File: config.mk
export PLATFORM = sky130hd
export DESIGN_NAME = b2a_sched
export DESIGN_NICKNAME = d
export VERILOG_FILES = /design/src/rtl/b2a_sched.sv
export SDC_FILE = /design/constraint.sdc
export NUM_CORES = 1
export LEC_CHECK = 0
export ABC_AREA = 1
export BUFFER_PORTS_ARGS = -buffer_cell sky130_fd_sc_hd__buf_2
export CAP_MARGIN = 20
export CELL_PAD_IN_SITES_DETAIL_PLACEMENT = 1
export CELL_PAD_IN_SITES_GLOBAL_PLACEMENT = 1
export CORE_MARGIN = 1.5
export CORE_UTILIZATION = 21
export DETAILED_ROUTE_END_ITERATION = 6
export GPL_ROUTABILITY_DRIVEN = 0
export PLACE_DENSITY_LB_ADDON = 0.08
export SYNTH_ARGS = -nofsm -noshare
export SYNTH_HDL_FRONTEND = slang
export SYNTH_SLANG_ARGS = --single-unit
File: constraint.sdc
create_clock -name clk -period 1.8 [get_ports clk]
set_input_delay 0 -clock clk [delete_from_list [all_inputs] [get_ports clk]]
set_output_delay 0 -clock clk [all_outputs]
set_load 0.01 [all_outputs]
File: src/rtl/b2a_sched.sv
// Issue/sequencing controller for a SecB2A Boolean-to-arithmetic converter.
// Round-robin request issue, gated on fresh randomness, with a valid/ID shadow pipeline.
module b2a_sched #(
  parameter int K_WIDTH  = 16,
  parameter int N_SHARES = 3,
  parameter int N_REQ    = 2,
  parameter int LATENCY  = 11,
  localparam int ID_W    = (N_REQ > 1) ? $clog2(N_REQ) : 1,
  localparam int CNT_W   = $clog2(LATENCY + 1),
  localparam int DW      = K_WIDTH * N_SHARES
) (
  input  logic                  clk,
  input  logic                  rst_n,
  input  logic [N_REQ-1:0]      req_valid,
  input  logic [N_REQ*DW-1:0]   req_data,
  output logic [N_REQ-1:0]      req_ready,
  input  logic                  rnd_valid,
  output logic                  rnd_ready,
  output logic                  dp_ena,
  output logic                  dp_dvld,
  output logic [DW-1:0]         dp_i_b,
  input  logic                  dp_ovld,
  input  logic [DW-1:0]         dp_o_a,
  output logic                  o_valid,
  input  logic                  o_ready,
  output logic [DW-1:0]         o_data,
  output logic [ID_W-1:0]       o_id,
  output logic [CNT_W-1:0]      inflight,
  output logic                  err_sync
);

  // Handshakes: a transfer happens on a cycle where valid and ready are both high.
  // Requesters and the randomness source hold valid/data until ready; ready is a
  // same-cycle strobe. The result side advances only together with the pipeline.

  localparam logic [ID_W:0]   N_REQ_W = (ID_W + 1)'(N_REQ);
  localparam logic [ID_W-1:0] LAST_ID = ID_W'(N_REQ - 1);

  logic            sh_valid [LATENCY];
  logic [ID_W-1:0] sh_id    [LATENCY];
  logic [ID_W-1:0] ptr;
  logic [CNT_W-1:0] cnt;

  logic            stall;
  logic            found;
  logic            grant;
  logic [ID_W-1:0] gnt_idx;
  logic [ID_W:0]   scan_sum;
  logic [ID_W-1:0] scan_idx;

  assign stall     = sh_valid[LATENCY-1] & ~o_ready;
  assign dp_ena    = rnd_valid & ~stall;
  assign rnd_ready = dp_ena;

  // First requesting index at or above the pointer, wrapping around.
  always_comb begin
    found    = 1'b0;
    gnt_idx  = '0;
    scan_sum = '0;
    scan_idx = '0;
    for (int k = 0; k < N_REQ; k++) begin
      scan_sum = {1'b0, ptr} + (ID_W + 1)'(k);
      if (scan_sum >= N_REQ_W) scan_idx = ID_W'(scan_sum - N_REQ_W);
      else                     scan_idx = ID_W'(scan_sum);
      if (!found && req_valid[scan_idx]) begin
        found   = 1'b1;
        gnt_idx = scan_idx;
      end
    end
  end

  assign grant   = found & dp_ena;
  assign dp_dvld = grant;
  assign dp_i_b  = grant ? req_data[gnt_idx*DW +: DW] : '0;

  always_comb begin
    req_ready = '0;
    if (grant) req_ready[gnt_idx] = 1'b1;
  end

  always_ff @(posedge clk or negedge rst_n) begin
    if (!rst_n) begin
      for (int i = 0; i < LATENCY; i++) begin
        sh_valid[i] <= 1'b0;
        sh_id[i]    <= '0;
      end
      ptr      <= '0;
      cnt      <= '0;
      err_sync <= 1'b0;
    end else begin
      // The converter's own output valid must track our shadow tail exactly.
      err_sync <= err_sync | (dp_ovld ^ sh_valid[LATENCY-1]);
      if (dp_ena) begin
        sh_valid[0] <= grant;
        sh_id[0]    <= grant ? gnt_idx : '0;
        for (int i = 1; i < LATENCY; i++) begin
          sh_valid[i] <= sh_valid[i-1];
          sh_id[i]    <= sh_id[i-1];
        end
        if (grant) ptr <= (gnt_idx == LAST_ID) ? '0 : gnt_idx + 1'b1;
        cnt <= cnt + CNT_W'(grant) - CNT_W'(sh_valid[LATENCY-1]);
      end
    end
  end

  assign o_valid  = sh_valid[LATENCY-1];
  assign o_id     = sh_id[LATENCY-1];
  assign o_data   = dp_o_a;
  assign inflight = cnt;

endmodule

# == Word level (Yosys, flattened, before mapping) ==
# Index checks and enable logic that the tools add are counted.
# totals
word_cells,66
reg_bits,28
# op_classes
n_lt_le_gt_ge,6
addsub,6
n_reduce_logical,4
multipliers,1
mux,16
shifts,1
bitwise,7
# ops
op,n
$shiftx 96x8->48,1
$mux 48,1
$mux 1,13
$lt 1x2->1 const B,3
$add 4x1->4,1
$sub 4x1->4,1
$and 1x1->1,3
$mul 1x2->3 const B,1
$add 1x1->2 const B,1
$ge 1x2->1 const B,1
$ge 2x2->1 const B,1
$logic_and 1x1->1,2
$mux 2,1
$not 1->1,2
$reduce_and 2->1,1
$sub 1x1->1 const B,2
$add 1x1->1 const B,1
$demux 1 s1,1
$ge 1x1->1 const B,1
$logic_not 1->1,1
$or 1x1->1,1
$xor 1x1->1,1

# == Logic depth before layout (Yosys ltp) ==
# depth
depth_word,13
depth_mapped,11

# == Worst setup path after synthesis ==
# Ideal clock, no wire load.
# synth_timing
path_kind,register to register
from,"reg sh_valid, in the netlist o_valid"
to,"reg cnt[2], in the netlist inflight[2]"
path_slack_ns,0.075
setup_time_ns,0.135
arrival_time_ns,1.590
required_time_ns,1.665
n_path_buf,0
stages_incl_launch_ff,8
cell_sequence,dfrtp_1 > inv_2 > o21ai_4 > nor2_4 > ha_1 > fa_1 > xnor2_1 > o21ai_0
# synth_between
elab_chain_cells,6
# synth_lines
element,line,source
start: declaration,39,logic sh_valid [LATENCY];
start signal: indexed assignment,97,sh_valid[i] <= sh_valid[i-1];
$and 1x1->1,51,assign stall = sh_valid[LATENCY-1] & ~o_ready;
$not 1->1,52,assign dp_ena = rnd_valid & ~stall;
$and 1x1->1,52,
$and 1x1->1,72,assign grant = found & dp_ena;
named net dp_dvld,20,"output logic dp_dvld,"
$add 4x1->4,101,cnt <= cnt + CNT_W'(grant) - CNT_W'(sh_valid[LATENCY-1]);
$sub 4x1->4,101,
end signal: assignment,101,
end: declaration,42,logic [CNT_W-1:0] cnt;
# The timed path passes the listed nets, and every way through them passes these cells.
# A chain may end at the register's enable or synchronous reset.

# == Worst setup path in the final report ==
# layout_timing
from,"reg sh_valid, in the netlist o_valid"
to,"reg cnt[2], in the netlist inflight[2]"
# layout_between
elab_chain_cells,6
# layout_lines
element,line
$and 1x1->1,51
$not 1->1,52
$and 1x1->1,52
$and 1x1->1,72
$add 4x1->4,101
$sub 4x1->4,101
# Several ways; a longest one is shown, not always the timed one.

==> qor.csv <==
stage,metric,value,unit
die,rows,38,
sta,setup_viol,0,
placement,hpwl,6334,microns
placement,port_buffers,162,
routing,drt-initial-drc-count,88,
sta,finalCritPeriodShare,0.9291,
yosys,syn_avg_cell_area,6.729,sq um
yosys,synth_fp_nets,500,
die,io_pins,259,
die,die_h,108.0,microns
clock_tree,clock-sinks,28,
routing,drt-pass1-iter-count,4,
clock_tree,cts_tree,yes,
clock_tree,cts_buffers,3,
sta,slew_violations,0,
die,core_area,10790,sq um
placement,post_dp_cell_area,2890,sq um
finish,layout_common_cells,"162 x buf_2, 137 x nand2_1, 49 x a21oi_1",
sta,setup_tns,0,ns
pwr,vdd_ir_drop_max,341.9,uV
placement,dp_slack,0.1395,ns
yosys,synth_seq_cells,28,
setup_path,cp-start-kind,register,
sta,rsz0062_at_grt,no,
finish,nets,608,
routing,ant_nets,0,
yosys,yosysWarnings,0,
yosys,synth.distinct_cells,21,
grt,grt_max_degree,49,
sta,final.min_clock_period,1.672,ns
pwr,leakage,1.699,nW
finish,final_common_cell,buf_2,
run,max-cap-violations,0,
yosys,synthCells,344,
finish,area_growth,29.24,%
routing,wl,8119,microns
yosys,ys_seq_area_frac,0.3027,
grt,gr-total-overflow,0,
sta,worstMarginPinSlew,0.6646,ns
yosys,syn_area,2315,sq um
setup_path,required,2.00,ns
setup_path,crit_path_start,o_valid,
setup_path,crit_type,reg -> reg,
setup_path,crit_end,inflight[2],
routing,drc,0,
clock_tree,clkTransAtPathRegs,0.09,ns
setup_path,r2r_slack,0.13,ns
setup_path,cp_slowest_cell,dfrtp_1,
setup_path,r2r_end,inflight[2],
pwr,power.total,2.936,mW
setup_path,crit_fanout,5,
sta,clock_skew,0.008002,ns
clock_tree,htreeDepth,1,
setup_path,slowest_delay,0.41,ns
setup_path,crit_arrival,1.87,ns
grt,track_usage,0.1335,
sta,final_hold_viol_count,0,
clock_tree,clk_latency,0.28,ns
routing,routedWlPerCell,13.74,microns
status,status,finished clean,
routing,vias_per_cell,4.244,
clock_tree,root_buffer,clkbuf_8,
setup_path,r2r_cells,7,
pwr,power_density,981.3,nW/um^2
grt,antenna_found_initial,0,
clock_tree,cts_buffer_depth,2,
die,dieArea,11660,sq um
grt,grt_pass1_vias,2502,
sta,max_slew_margin,0.5569,
die,die_w,108.0,microns
worst_hold_path,hold_class,in -> out,
finish,drive_above_1_share,0.4146,
finish,n_antenna_cell,0,
setup_path,crit_chain,inv_2 > o21ai_4 > nor2_4 > ha_1 > fa_1 > xnor2_1 > o21ai_0,
die,initial_core_util,0.2145,
setup_path,endpoint_kind,register,
setup_path,reg2reg_from,o_valid,
grt,grt_pass1_wl,12350,microns
routing,num_vias,2508,
sta,timing.final.ws_setup,0.1276,ns
sta,fmax,597.9,MHz
finish,fin_area,2992,sq um
==> final cells by class <==
| cell class | instances | area [sq um] |
|---|---|---|
| Sequential cell | 28 | 700.7 |
| Fill cell | 1413 | 7801 |
| Tap cell | 140 | 175.2 |
| Clock buffer | 4 | 55.05 |
| Timing Repair Buffer | 171 | 924.6 |
| Multi-Input combinational cell | 224 | 1044 |
| Inverter | 24 | 92.59 |
==> worst max-delay path: cells and delay by family (launching register included) <==
kind / cells / cell delay, ns
xor gates and xnor gates: 1 / 0.13
buffers and inverters: 1 / 0.07
and+or+nand+nor: 1 / 0.07
AOI/OAI and AO/OA: 2 / 0.30
adders and majority gates: 2 / 0.62
DFF: 1 / 0.41
==> kinds of logic after synthesis <==
family          count (synthesis)  synth area share
simple gates                  143            0.2378
flops                          28            0.3027
buf+inv                        92            0.2486
xor+xnor                        1          0.003784
compound gates                 75            0.1768
fa+ha+maj                       5           0.03027
==> stage by stage <==
stage	hold WS, ns	cells	util
6_report	0.000003232	591	0.2772
3_3_place_gp	0.00006862	583	0.2678
4_1_cts	0.00006862	589	0.2754
5_1_grt	0.00001676	591	0.2772
2_1_floorplan	-0.2956	344	-
3_5_place_dp	0.00006862	583	0.2678
==> where the power goes <==
group | switching [mW] | total, mW | internal, mW
combinational | 0.894 | 1.52 | 0.630
clock | 0.201 | 0.397 | 0.196
sequential | 0.129 | 1.01 | 0.885
==> how the worst min path moves through the flow <==
| stage | from | end | slack (ns) | cells past startpoint |
|---|---|---|---|---|
| 3_5_place_dp | dp_o_a[12] | o_data[12] | 0.00007 | 0 |
| 3_3_place_gp | dp_o_a[12] | o_data[12] | 0.00007 | 0 |
| 2_1_floorplan | rst_n | err_sync | -0.30 | 0 |
| 4_1_cts | dp_o_a[12] | o_data[12] | 0.00007 | 0 |
| 5_1_grt | dp_o_a[8] | o_data[8] | 0.00002 | 0 |
| 6_report | dp_o_a[31] | o_data[31] | 0.000003 | 0 |
==> timing repair <==
item / CTS / global route
resized for setup: 2 / 1
setup buffers: 0 / 2
pin swaps: 0 / 1
hold buffers: 2 / 0
hold endpoints to repair: 29 / 0
setup endpoints to repair: 4 / 9
==> flip-flops by register name (all words and copies together), names as in the netlist <==
name	count
sh_id	10
o_id	1
err_sync	1
ptr	1
inflight	4
o_valid	1
sh_valid	10
==> cell usage after synthesis <==
| library cell | number | area share |
|---|---|---|
| nand3_1 | 1 | 0.0022 |
| xnor2_1 | 1 | 0.0038 |
| o21ai_4 | 1 | 0.0070 |
| inv_2 | 4 | 0.0065 |
| nor2_4 | 1 | 0.0049 |
| o21ai_2 | 6 | 0.023 |
| ha_1 | 4 | 0.022 |
| inv_1 | 20 | 0.032 |
| a21oi_1 | 49 | 0.11 |
| clkbuf_1 | 5 | 0.0081 |
| dfrtp_1 | 28 | 0.30 |
| nand2_2 | 1 | 0.0027 |
| fa_1 | 1 | 0.0086 |
| nor2_1 | 2 | 0.0032 |
| o21ai_0 | 13 | 0.028 |
| or2_2 | 1 | 0.0027 |
| buf_2 | 7 | 0.015 |
| o21ai_1 | 6 | 0.013 |
| nand2_1 | 137 | 0.22 |
| buf_6 | 3 | 0.015 |
| buf_4 | 53 | 0.17 |
==> per-layer routing <==
metal	vias to the layer above	wire length, microns	GRT usage
li1	1238	-	-
met1	1140	3089	0.1516
met2	100	4174	0.2378
met3	30	625	0.03617
met4	0	229	0.05075
met5	-	0	0
(Power assumes the default switching activity.)
